`src/rtl/module_ula_74181.sv`:
```
// module_ula_74181 -- registered 4-bit ALU with 74181 function set.
// Arithmetic mode adds the X/Y terms with carry-in and wraps modulo 16.
// Logic mode returns the XNOR of the X/Y terms.
// All outputs are registered with one cycle of latency.
// t=1 freezes the outputs. rst has priority over t.
// Optional feature: define ULA_PG_OUT_EN to add registered
// propagate (p) and generate (g) outputs.
module module_ula_74181 (
   input  logic       clk,
   input  logic       rst,
   input  logic       t,
   input  logic [3:0] a,
   input  logic [3:0] b,
   input  logic [3:0] s,
   input  logic       m,
   input  logic       c_in,
   output logic [3:0] f,
   output logic       a_eq_b,
   output logic       c_out
`ifdef ULA_PG_OUT_EN
   ,
   output logic       p,
   output logic       g
`endif
);

   // Selects whose arithmetic meaning is a subtraction report borrow
   // (inverted carry) rather than carry.
   function automatic logic is_sub_sel(input logic [3:0] sel);
      return (sel == 4'b0011) || (sel == 4'b0110) || (sel == 4'b0111) ||
             (sel == 4'b1011) || (sel == 4'b1111);
   endfunction

   logic [3:0] x_term;
   logic [3:0] y_term;
   logic [4:0] sum_r;
   logic [4:0] sum_xy;

   logic [3:0] f_d, f_q;
   logic       a_eq_b_d, a_eq_b_q;
   logic       c_out_d, c_out_q;
`ifdef ULA_PG_OUT_EN
   logic       p_d, p_q;
   logic       g_d, g_q;
`endif

   // Operand shaping and the two sums: with carry-in for the result,
   // without it for propagate/generate.
   always_comb begin
      x_term = a | (b & {4{s[0]}}) | (~b & {4{s[1]}});
      y_term = (a & ~b & {4{s[2]}}) | (a & b & {4{s[3]}});
      sum_xy = {1'b0, x_term} + {1'b0, y_term};
      sum_r  = sum_xy + {4'b0000, c_in};
   end

   // Next-state selection; t=1 keeps the current register contents.
   always_comb begin
      f_d      = f_q;
      a_eq_b_d = a_eq_b_q;
      c_out_d  = c_out_q;
`ifdef ULA_PG_OUT_EN
      p_d      = p_q;
      g_d      = g_q;
`endif
      if (!t) begin
         if (!m) begin
            f_d     = sum_r[3:0];
            c_out_d = is_sub_sel(s) ? ~sum_r[4] : sum_r[4];
`ifdef ULA_PG_OUT_EN
            p_d     = (sum_xy[3:0] == 4'b1111);
            g_d     = sum_xy[4];
`endif
         end else begin
            f_d     = ~(x_term ^ y_term);
            c_out_d = 1'b0;
`ifdef ULA_PG_OUT_EN
            p_d     = 1'b0;
            g_d     = 1'b0;
`endif
         end
         a_eq_b_d = (f_d == 4'b1111);
      end
   end

   // Output registers with synchronous reset taking priority over hold.
   always_ff @(posedge clk) begin
      if (rst) begin
         f_q      <= 4'b0000;
         a_eq_b_q <= 1'b0;
         c_out_q  <= 1'b0;
`ifdef ULA_PG_OUT_EN
         p_q      <= 1'b0;
         g_q      <= 1'b0;
`endif
      end else begin
         f_q      <= f_d;
         a_eq_b_q <= a_eq_b_d;
         c_out_q  <= c_out_d;
`ifdef ULA_PG_OUT_EN
         p_q      <= p_d;
         g_q      <= g_d;
`endif
      end
   end

   assign f      = f_q;
   assign a_eq_b = a_eq_b_q;
   assign c_out  = c_out_q;
`ifdef ULA_PG_OUT_EN
   assign p      = p_q;
   assign g      = g_q;
`endif

endmodule

```
`config.mk`:
```
export PLATFORM = sky130hd
export DESIGN_NAME = module_ula_74181
export DESIGN_NICKNAME = d
export VERILOG_FILES = /design/src/rtl/module_ula_74181.sv
export SDC_FILE = /design/constraint.sdc
export NUM_CORES = 1
export LEC_CHECK = 0
export CAP_MARGIN = 25
export CORE_AREA = 2 2 39 41
export CTS_CLUSTER_DIAMETER = 50
export CTS_CLUSTER_SIZE = 20
export DETAILED_ROUTE_END_ITERATION = 8
export DIE_AREA = 0 0 41 43
export HOLD_SLACK_MARGIN = 0.12
export PLACE_DENSITY = 0.79
export SLEW_MARGIN = 10
export SYNTH_ARGS = -nofsm -noshare
export SYNTH_HDL_FRONTEND = slang
export SYNTH_SLANG_ARGS = --single-unit
```
`constraint.sdc`:
```
create_clock -name clk -period 5.5 [get_ports clk]
set_input_delay 1.375 -clock clk [delete_from_list [all_inputs] [get_ports clk]]
set_output_delay 1.375 -clock clk [all_outputs]
set_load 0.01 [all_outputs]
```
==> flow_summary.json <==
{
  "diodes": 0,
  "antenna_found_initial": 0,
  "fin_skew_ps": 0,
  "slowest_delay_ps": 530,
  "synth_edf_count": 0,
  "ys_ff_latch": 6,
  "cts_buffers": 3,
  "slew_violations": 0,
  "ctsHoldBuffers": 0,
  "crit_fanout": 5,
  "grt_pass1_vias": 509,
  "path_delay_family": "adder cells",
  "max-cap-violations": 0,
  "switching_power_w": 0.0000425,
  "rows": 14,
  "layout_commonest_cell": "clkdlybuf4s50_1",
  "synth_compound_area_share_pct": 21.2,
  "grt_use_met2_pct": 28.4,
  "p_leak_nw": 0.321,
  "timing.critical_path.to_type": "flop",
  "clock_latency_ps": 240,
  "critPathLaunch": "s[3]",
  "met3_usage_pct": 1.57,
  "start_util_pct": 41.0,
  "yosys_warnings": 0,
  "grt_pass1_wl_um": 1790,
  "via_count": 543,
  "drt_wl_total_um": 1110,
  "syn-instance-count": 66,
  "ys_types": 28,
  "layout.nets": 114,
  "area.growth.synth_to_final_pct": 45.0,
  "synth_top_area_share_pct": 21.2,
  "die_height_um": 43,
  "p_int_w": 0.000108,
  "combPwrFrac_pct": 42.1,
  "place_area_sq_um": 800,
  "htree_levels": 1,
  "max_freq_mhz": 278,
  "cp_cell_sequence": "clkdlybuf4s50_1 > mux2_2 > and2_1 > inv_1 > fa_1 > fa_1 > nor2b_1 > xnor2_1 > nand2b_1 > o41ai_1",
  "arrival_ps": 3730,
  "pwr-share-seq_pct": 32.5,
  "setup_viol": 0,
  "cp.depth": 10,
  "synth_simple_gate_area_share_pct": 24.9,
  "fillerInstances": 132,
  "cp_slowest_cell": "clkdlybuf4s50_1",
  "syn_area_per_cell_sq_um": 8.59,
  "synth_top_family_by_area": "simple AND/OR/NAND/NOR gates",
  "hold_viol": 0,
  "port_buffers": 22,
  "synthAdderAreaFrac_pct": 15.9,
  "r2r_slack_ps": 4870,
  "status": "completed",
  "detail-route-antenna-nets": 0,
  "async_reset_ff_share_pct": 0,
  "cts-root-buf": "clkbuf_4",
  "r2r-start": "f[2]",
  "fp.coreArea_sq_um": 1380,
  "postCtsSetupBuffers": 0,
  "synth-xor-area-share_pct": 4.64,
  "r2r-end": "f[2]",
  "grt_max_degree": 12,
  "crit_required_ps": 5630,
  "p_sw_share_pct": 28.2,
  "synth_fp_nets": 89,
  "rr_worst_depth": 2,
  "firstDrtPassIters": 4,
  "max_slew.worst_pin.slew_ps": 356,
  "postLayoutCellArea_sq_um": 822,
  "drive_gt1_share_pct": 6.74,
  "overflow": 0,
  "synthMuxAreaShare_pct": 7.51,
  "ys_top_cells_by_area": "dfxtp_1 21%, nor2b_1 12%, ha_1 8.8%",
  "grt_use_total_pct": 15.1,
  "cts-resized-gates": 0,
  "vias_per_cell": 5.17,
  "clkTransAtPathRegs_ps": 40,
  "ir_drop_mv": 0.0735,
  "synth_flop_cell": "dfxtp_1",
  "ios": 23,
  "cts_buffer_depth": 2,
  "cts_tree": "done",
  "clkPwrFrac_pct": 25.4,
  "yosys.area.top_type": "dfxtp_1",
  "hp-class": "flop to flop",
  "power.density_nw_per_um2": 184,
  "post_drt_wl_per_cell_um": 10.5,
  "min_period_ps": 3600,
  "timing.slew.headroom_pct": 76.1,
  "dp_hpwl_um": 973,
  "cts_sinks": 6,
  "ys_seq_area_share_pct": 21.2,
  "path_class": "input port to flop",
  "holdPathStages": 2,
  "cp_common_cell": "fa_1",
  "rsz0062_at_grt": "no",
  "worstHoldStart": "c_out",
  "drt_iter0_markers": 6,
  "place.gp.congestion": 0.703,
  "crit_buf_inv": 2,
  "whs_endpoint": "c_out",
  "die_area_sq_um": 1760,
  "use_met1_pct": 13.3,
  "final_cell_mix": "22 x clkdlybuf4s50_1, 11 x nor2b_1, 6 x dfxtp_1",
  "setup_tns_ps": 0,
  "period_share_pct": 65.4,
  "cp-start-kind": "input port",
  "die_w_um": 41,
  "busiest_layer": "met2",
  "drc": 0,
  "syn_area_sq_um": 567
}
==> Yosys cell counts, drive strengths merged, types with 2 or more instances <==
master	n
mux2	2
ha	4
and2	2
mux2i	2
a21oi	4
fa	2
a211o	3
nand2	2
nor2b	11
nor2	3
a211oi	3
xnor2	2
inv	5
dfxtp	6
nand3b	2
==> worst min-delay path, stage by stage (launching register included) <==
cell and delay [ps]:
dfxtp_1 300, nand2_1 60, o22ai_1 60
==> registers in the layout (all words and copies together) (netlist names) <==
name	count
f	4
c_out	1
a_eq_b	1
==> kinds of logic after synthesis <==
kind of cell | Yosys count
xor gates and xnor gates | 3
buffers and inverters | 7
AOI/OAI and AO/OA | 16
muxes | 4
adders and majority gates | 6
and+or+nand+nor | 24
DFF | 6
==> power by group through the flow <==
stage	registers (W)	clock network (W)	logic [W]
6_report	0.0000490	0.0000383	0.0000636
5_1_grt	0.0000495	0.0000424	0.0000708
4_1_cts	0.0000490	0.0000408	0.0000646
3_5_place_dp	0.0000498	0	0.0000643
3_3_place_gp	0.0000496	0	0.0000628
2_1_floorplan	0.0000515	0	0.0000353
==> metal layers <==
metal	up-vias	routed length, um
li1	284	-
met3	0	82
met5	-	0
met1	234	438
met4	0	0
met2	25	586
==> worst max-delay path by stage <==
stage	endpoint	slack, ps
floorplan	a_eq_b	2300
global placement	a_eq_b	1700
detailed placement	a_eq_b	1630
CTS	a_eq_b	1880
global route	a_eq_b	1760
finish	a_eq_b	1900
==> metrics by stage <==
step                total power, W  worst slack, ps  instances  utilization, %  hold WS [ps]
floorplan                0.0000868             2300         66               -           490
global placement          0.000112             1700        102            57.8           461
detailed placement        0.000114             1630        102            57.8           468
CTS                       0.000154             1880        105            59.4           475
global route              0.000163             1760        105            59.4           510
finish                    0.000151             1900        105            59.4           473
==> final cells by class <==
type                    count  area [sq um]  area share [%]
well taps                  16          20.0            2.44
multi-input cells          53           420            51.1
flip-flops and latches      6           120            14.6
inverters                   5          18.8            2.28
repair buffers             22           220            26.8
clock buffers               3          22.5            2.74
(Power assumes the default switching activity.)
